===== config.mk =====
export PLATFORM = sky130hd
export DESIGN_NAME = mac_feeder
export DESIGN_NICKNAME = d
export VERILOG_FILES = /design/src/rtl/mac_feeder.sv
export SDC_FILE = /design/constraint.sdc
export NUM_CORES = 1
export LEC_CHECK = 0
export ABC_AREA = 1
export BUFFER_PORTS_ARGS = -buffer_cell sky130_fd_sc_hd__buf_2
export CORE_ASPECT_RATIO = 1.5
export CORE_MARGIN = 2
export CORE_UTILIZATION = 55
export DETAILED_ROUTE_END_ITERATION = 7
export PLACE_DENSITY = 0.79
export SLEW_MARGIN = 0
export SYNTH_ARGS = -nofsm -noshare
export SYNTH_HDL_FRONTEND = slang
export SYNTH_SLANG_ARGS = --single-unit

===== constraint.sdc =====
create_clock -name clk -period 2.6 [get_ports clk]
set_input_delay 0.13 -clock clk [delete_from_list [all_inputs] [get_ports clk]]
set_output_delay 0.13 -clock clk [all_outputs]
set_load 0.02 [all_outputs]

===== src/rtl/mac_feeder.sv =====
// Operand FIFO feeding a start/finish handshaked MAC unit, with a held result
// register, a bounded wait for completion and a sticky timeout flag.
module mac_feeder #(
  parameter int unsigned DEPTH   = 4,
  parameter int unsigned TIMEOUT = 64
) (
  input  logic                     clk,
  input  logic                     rst,
  input  logic                     in_valid,
  output logic                     in_ready,
  input  logic [7:0]               in_a,
  input  logic [7:0]               in_b,
  output logic                     mac_start,
  output logic [7:0]               mac_op_a,
  output logic [7:0]               mac_op_b,
  input  logic                     mac_finish,
  input  logic [19:0]              mac_rc,
  output logic                     res_valid,
  input  logic                     res_ready,
  output logic [19:0]              res_data,
  output logic                     busy,
  output logic                     timeout_err,
  output logic [$clog2(DEPTH):0]   level
);

  localparam int unsigned AW = $clog2(DEPTH);
  localparam int unsigned CW = $clog2(TIMEOUT + 1);

  localparam logic [AW:0]   LvlFull  = DEPTH[AW:0];
  localparam logic [CW-1:0] CntLast  = CW'(TIMEOUT - 1);

  localparam logic [1:0] IDLE  = 2'd0;
  localparam logic [1:0] ISSUE = 2'd1;
  localparam logic [1:0] WAIT  = 2'd2;
  localparam logic [1:0] HOLD  = 2'd3;

  logic [15:0]   mem_q [DEPTH];
  logic [AW-1:0] wr_ptr_q, rd_ptr_q;
  logic [AW:0]   level_q, level_d;

  logic [1:0]    state_q, state_d;
  logic [CW-1:0] wait_cnt_q, wait_cnt_d;
  logic [7:0]    op_a_q, op_a_d, op_b_q, op_b_d;
  logic [19:0]   res_data_q, res_data_d;
  logic          timeout_err_q, timeout_err_d;

  logic push, pop;

  assign in_ready = (level_q != LvlFull);
  assign push     = in_valid & in_ready;
  // The FSM consumes the head entry only while idle; ISSUE follows on the same edge.
  assign pop      = (state_q == IDLE) && (level_q != '0);

  always_ff @(posedge clk) begin
    if (push) begin
      mem_q[wr_ptr_q] <= {in_a, in_b};
    end
  end

  always_comb begin
    level_d = level_q;
    case ({push, pop})
      2'b10:   level_d = level_q + 1'b1;
      2'b01:   level_d = level_q - 1'b1;
      default: level_d = level_q;
    endcase
  end

  always_ff @(posedge clk or posedge rst) begin
    if (rst) begin
      wr_ptr_q <= '0;
      rd_ptr_q <= '0;
      level_q  <= '0;
    end else begin
      if (push) wr_ptr_q <= wr_ptr_q + 1'b1;
      if (pop)  rd_ptr_q <= rd_ptr_q + 1'b1;
      level_q <= level_d;
    end
  end

  always_comb begin
    state_d       = state_q;
    wait_cnt_d    = wait_cnt_q;
    op_a_d        = op_a_q;
    op_b_d        = op_b_q;
    res_data_d    = res_data_q;
    timeout_err_d = timeout_err_q;
    case (state_q)
      IDLE: begin
        if (pop) begin
          {op_a_d, op_b_d} = mem_q[rd_ptr_q];
          state_d          = ISSUE;
        end
      end
      ISSUE: begin
        // Any finish seen here predates our start request and is ignored.
        wait_cnt_d = '0;
        state_d    = WAIT;
      end
      WAIT: begin
        if (mac_finish) begin
          res_data_d = mac_rc;
          state_d    = HOLD;
        end else if (wait_cnt_q == CntLast) begin
          timeout_err_d = 1'b1;
          state_d       = IDLE;
        end else begin
          wait_cnt_d = wait_cnt_q + 1'b1;
        end
      end
      HOLD: begin
        if (res_ready) state_d = IDLE;
      end
      default: state_d = IDLE;
    endcase
  end

  always_ff @(posedge clk or posedge rst) begin
    if (rst) begin
      state_q       <= IDLE;
      wait_cnt_q    <= '0;
      op_a_q        <= '0;
      op_b_q        <= '0;
      res_data_q    <= '0;
      timeout_err_q <= 1'b0;
    end else begin
      state_q       <= state_d;
      wait_cnt_q    <= wait_cnt_d;
      op_a_q        <= op_a_d;
      op_b_q        <= op_b_d;
      res_data_q    <= res_data_d;
      timeout_err_q <= timeout_err_d;
    end
  end

  assign mac_start   = (state_q == ISSUE) || (state_q == WAIT);
  assign res_valid   = (state_q == HOLD);
  assign busy        = (state_q != IDLE);
  assign mac_op_a    = op_a_q;
  assign mac_op_b    = op_b_q;
  assign res_data    = res_data_q;
  assign timeout_err = timeout_err_q;
  assign level       = level_q;

endmodule


==> results of run 1 <==
## power breakdown
part | total (µW) | internal, µW | switching (µW) | leakage [µW]
clock network | 2130 | 1400 | 726 | 0.000273
logic | 2850 | 990 | 1860 | 0.00125
registers | 2850 | 2580 | 273 | 0.00124
## flip-flops by register name, indices dropped and copies added, names as in the netlist
register / count
level: 3
mac_op_a: 8
mac_op_b: 8
mem_q: 64
rd_ptr_q: 2
res_data: 20
state_q: 2
timeout_err: 1
wait_cnt_q: 7
wr_ptr_q: 2
## final cells by class
class,count,area share [%]
Clock buffer,27,8.07
Clock inverter,5,0.783
Inverter,25,1.50
Multi-Input combinational cell,239,21.6
Sequential cell,117,52.1
Tap cell,107,2.15
Timing Repair Buffer,130,13.8
## logic make-up after synthesis
group,Yosys count
AOI/OAI and AO/OA,58
xor gates and xnor gates,4
adders and majority gates,12
buffers and inverters,37
DFF,117
muxes,20
and+or+nand+nor,145
## worst max-delay path: stages, from the launching register on
cell	delay [ns]
dfrtp_1	0.41
inv_1	0.14
ha_1	0.24
nand2_2	0.08
inv_2	0.06
ha_1	0.13
inv_1	0.07
fa_1	0.38
a21oi_1	0.15
o21ai_0	0.12
xor2_1	0.17
## synthesized netlist by cell type
cell type / count / share of area (%)
buf_6: 1 / 0.24
ha_1: 11 / 2.9
inv_2: 3 / 0.24
edfxtp_1: 64 / 40
nand3_1: 12 / 1.3
o21ai_0: 32 / 3.4
o21ai_1: 6 / 0.63
nand2_4: 2 / 0.47
nor3_1: 1 / 0.11
a21boi_1: 1 / 0.16
inv_1: 22 / 1.7
nand2_1: 72 / 5.7
buf_2: 10 / 1.1
a31o_2: 1 / 0.18
nor2_4: 3 / 0.71
nor2_1: 48 / 3.8
xnor2_1: 1 / 0.18
nand4_1: 2 / 0.26
o22ai_1: 16 / 2.1
clkbuf_2: 1 / 0.11
a21oi_1: 2 / 0.21
mux2_2: 20 / 4.7
fa_1: 1 / 0.42
nand2_2: 5 / 0.66
xor2_1: 3 / 0.55
dfrtp_1: 53 / 28
## what timing repair did
item                       CTS  global route
hold endpoints to repair   102             0
hold buffers                37             0
setup endpoints to repair    0             0
## cell usage in the layout, fill, tap and decap left out, drive strengths merged
cell / instances
dfrtp: 53
nand2: 79
clkinv: 4
buf: 93
mux2: 20
fa: 1
nor2: 51
clkbuf: 27
bufinv: 1
ha: 11
nand3: 12
xnor2: 1
nor3: 1
inv: 25
a21boi: 1
xor2: 3
dlygate4sd3: 37
nand4: 2
o22ai: 16
a31o: 1
o21ai: 38
edfxtp: 64
a21oi: 2
## metal layers
metal | part of all wire (%) | track usage (%)
met5 | 0 | 0
met2 | 54 | 40.8
met1 | 38 | 25.2
met4 | 1.6 | 9.32
met3 | 6.9 | 7.90
## stage by stage
stage	instances	utilization (%)
CTS	650	74.1
finish	650	74.1
detailed placement	581	63.2
floorplan	393	-
global placement	581	63.2
global route	650	74.1
## path summary, 6_finish.rpt
path | from | endpoint | slack [ns] | depth (start not counted)
max in group asynchronous | rst | mac_op_a[3] | 1.52 | 4
setup reg to reg | state_q[1] | level[2] | 0.50 | 10
hold reg to reg | timeout_err | timeout_err | 0.47 | 1
hold / removal | mac_finish | wait_cnt_q[1] | 0.05 | 4
min in group asynchronous | rst | mac_op_b[1] | 0.28 | 3
setup / recovery | state_q[1] | level[2] | 0.50 | 10
==> flow_summary.ini, run 1 <==
[status]
status = completed

[synthesis]
syn-num-nets = 446
ys_ff_latch = 117
yosysUniqueCellTypes = 26
synth-simple-area-share_pct = 12.9
yosys.area_share.adder_pct = 3.31
synth_top_family_by_area = simple AND/OR/NAND/NOR gates
synth_xor_area_share_pct = 0.736
synth_compound_area_share_pct = 6.65
seq_area_frac_synth_pct = 68.3
synth.mux.area_fraction_pct = 4.73
synth.yosys.warnings = 0
avgSynthCellArea_um2 = 12.1
synth_area_um2 = 4760
synthCells = 393

[clock_network]
clock-root-buffer = clkbuf_16
clock_path_buffers = 2
cts_sinks = 117
cts_buffers = 17
htree_levels = 4
post_cts_buffers = 0
cts-resized-gates = 0
clkTransAtPathRegs_ns = 0.05
cts_tree = done
clock_latency_ns = 0.41

[placement]
place_area_um2 = 5310
post-dp-hpwl_um = 6190
pre_cts_slack_ns = 0.538
place_congestion = 0.757
portBuffers = 84

[pwr]
vdd_drop_max_v = 0.000851
total_power_uw = 7830
p_per_area_nw_per_um2 = 1260
p_leak_uw = 0.00276

[timing]
final.min_clock_period_ns = 2.10
tns_ns = 0
fin_hold_ws_ns = 0.0505
timing.final.crit_share_pct = 80.6
finalWorstSetupSlack_ns = 0.505
rsz0062_at_grt = no
setup_viol = 0
max_slew_margin_pct = 43.3
tightestPinTransition_ns = 0.849
clock.fmax_ghz = 0.477
drv_slew = 0
worst_clock_skew_ns = 0.00904
hold_viol = 0

[finish]
diodes = 0
final_cell_area_um2 = 6240
multi_input_area_um2 = 1350
drive_above_1_share_pct = 28.2
fillers = 576
seq_area_um2 = 3250
syn_to_final_growth_pct = 31.1
num-nets-final = 583

[detailed_routing]
dr.pass1.iters = 4
wl_um = 10200
via_per_inst = 5.29
drt_iter0_drc = 217
wl_per_cell_um = 15.8
drc_errors = 0
vias = 3436
route.antenna.remaining_nets = 0

[setup_path]
required_ns = 2.87
path_max_fanout = 5
end_kind = register
start_kind = register
cp.arrival_ns = 2.36
critical_path_class = reg2reg

[floorplanning]
dieArea_um2 = 9430
initial_core_util_pct = 56.6
die_x_um = 79.9
core_um2 = 8410
die_h_um = 118
ios = 85
fp-row-count = 41

[grt]
grt_pass1_vias = 3605
grt_max_degree = 36
overflow = 0
grt_pass1_wl_um = 16600
track_usage_pct = 23.3
antenna_found_initial = 0

[hold_path]
holdCritPathClass = in2reg

[job]
max-cap-violations = 0
Note: power is estimated with default switching activity, not from simulation.
==> run 2: changes to the inputs <==
- clock period: 2.6 -> 2 ns (I/O delays scaled with it)
==> flow_summary.ini, run 2 (same netlist as run 1, synthesis figures left out) <==
[finish]
num-nets-final = 590
mostFrequentLayoutCells = 84 x buf_2, 71 x nand2_1, 64 x edfxtp_1
regMostFlops = mem_q
fin_cells = 657
seq_area_um2 = 3250
largest_reg_flops = 64
final_common_cell = buf_2
fillers = 571
fin_util_pct = 76.2
drive_above_1_share_pct = 31.5
diodes = 0
syn_to_final_growth_pct = 34.8
multi_input_area_um2 = 1380

[timing]
worst_clock_skew_ns = 0.00966
clock.fmax_ghz = 0.539
rsz0062_at_grt = no
hold_viol = 0
timing.final.crit_share_pct = 92.8
max_slew_margin_pct = 54.5
final.min_clock_period_ns = 1.86
tightestPinTransition_ns = 0.683
setup_viol = 0
tns_ns = 0
drv_slew = 0

[placement]
post-dp-hpwl_um = 6280
dp.cells = 584
portBuffers = 84
place_congestion = 0.801

[detailed_routing]
drt_iter0_drc = 248
wl_per_cell_um = 15.7
drc_errors = 0
via_per_inst = 5.20
wl_um = 10300
dr.pass1.iters = 4
vias = 3417
route.antenna.remaining_nets = 0

[clock_network]
clock_latency_ns = 0.41
cts_buffers = 17
clkTransAtPathRegs_ns = 0.05
cts_tree = done
htree_levels = 4
clock_path_buffers = 2
cts_sinks = 117
clock-root-buffer = clkbuf_16

[setup_path]
critPathTopFamily = adder cells
cp.arrival_ns = 2.14
cpPeakStageDelay_ns = 0.44
end_kind = register
start_kind = register
cp.buffers_inverters = 3
path_max_fanout = 4
crit_slowest_cell = dfrtp_2
crit_top_cell = inv_4
required_ns = 2.29
critical_path_class = reg2reg
crit_chain = inv_4 > ha_4 > nand2_4 > inv_4 > ha_1 > inv_1 > fa_2 > a21oi_1 > o21ai_1 > xor2_1

[floorplanning]
die_x_um = 79.9
die_h_um = 118
dieArea_um2 = 9430
initial_core_util_pct = 56.6
ios = 85
fp-row-count = 41
core_um2 = 8410

[grt]
grt_pass1_vias = 3640
antenna_found_initial = 0
grt_pass1_wl_um = 17200
track_usage_pct = 24.4
overflow = 0
grt_max_degree = 54

[job]
max-cap-violations = 0

[hold_path]
holdCritPathClass = in2reg

[status]
status = completed

[pwr]
vdd_drop_max_v = 0.00106
p_per_area_nw_per_um2 = 1680
p_leak_uw = 0.00283
[run 2: cell types whose count changed in the layout (fill, tap and decap cells not counted), moves of 2 or more]
cell and delta:
inv_1 -3, inv_4 +3, clkbuf_1 -3, clkinv_1 +2, bufinv_16 +4, buf_4 +7
dfrtp_1 -5, nand2_4 +2, dfrtp_2 +5, clkbuf_8 -3
[run 2: final timing paths]
check / slack [ns] / cells after the start / endpoint / from
setup / recovery: 0.14 / 10 / level[2] / state_q[1]
hold / removal: 0.03 / 4 / wait_cnt_q[1] / mac_finish
setup reg to reg: 0.14 / 10 / level[2] / state_q[1]
hold reg to reg: 0.47 / 2 / mac_op_a[1] / mac_op_a[1]
max in group asynchronous: 1.09 / 4 / level[1] / rst
min in group asynchronous: 0.43 / 4 / res_data[0] / rst
[run 2: repair_timing]
action / 4_1_cts / 5_1_grt
resized for setup: 0 / 6
setup endpoints to repair: 0 / 1
hold endpoints to repair: 137 / 0
hold buffers: 37 / 0
buffers inserted: 0 / 4
[run 2: worst min-delay path, stage by stage]
cell and delay (ns):
buf_2 0.12, nor2_4 0.06, nand3_1 0.07, nand2_1 0.05
[run 2: layout make-up]
cell class / count / area share (%)
clock buffers: 21 / 7.02
clock inverters: 11 / 2.81
inverters: 25 / 1.58
multi-input cells: 239 / 21.6
flip-flops and latches: 117 / 50.7
well taps: 107 / 2.09
repair buffers: 137 / 14.2
[run 2: power by group]
group | internal [µW] | switching (µW) | total (µW)
logic | 1410 | 2390 | 3800
registers | 3360 | 422 | 3780
clock network | 2220 | 994 | 3220
total | 6990 | 3810 | 10800
[run 2: layer usage]
metal  GRT usage, %  part of all wire [%]
met5              0                     0
met4           9.64                   2.0
met3           8.05                   5.6
met2           44.0                    57
met1           25.5                    35
[run 2: per-stage QoR]
step	cell area [µm²]	power, µW	hold slack, ns	setup WS, ns
2_1_floorplan	4790	6300	0.199	0.0169
3_3_place_gp	5370	7270	0.309	0.169
3_5_place_dp	5370	7440	0.320	0.0639
4_1_cts	6370	10800	0.0141	0.0404
5_1_grt	6410	11500	0.0295	0.00683
6_report	6410	10800	0.0316	0.144
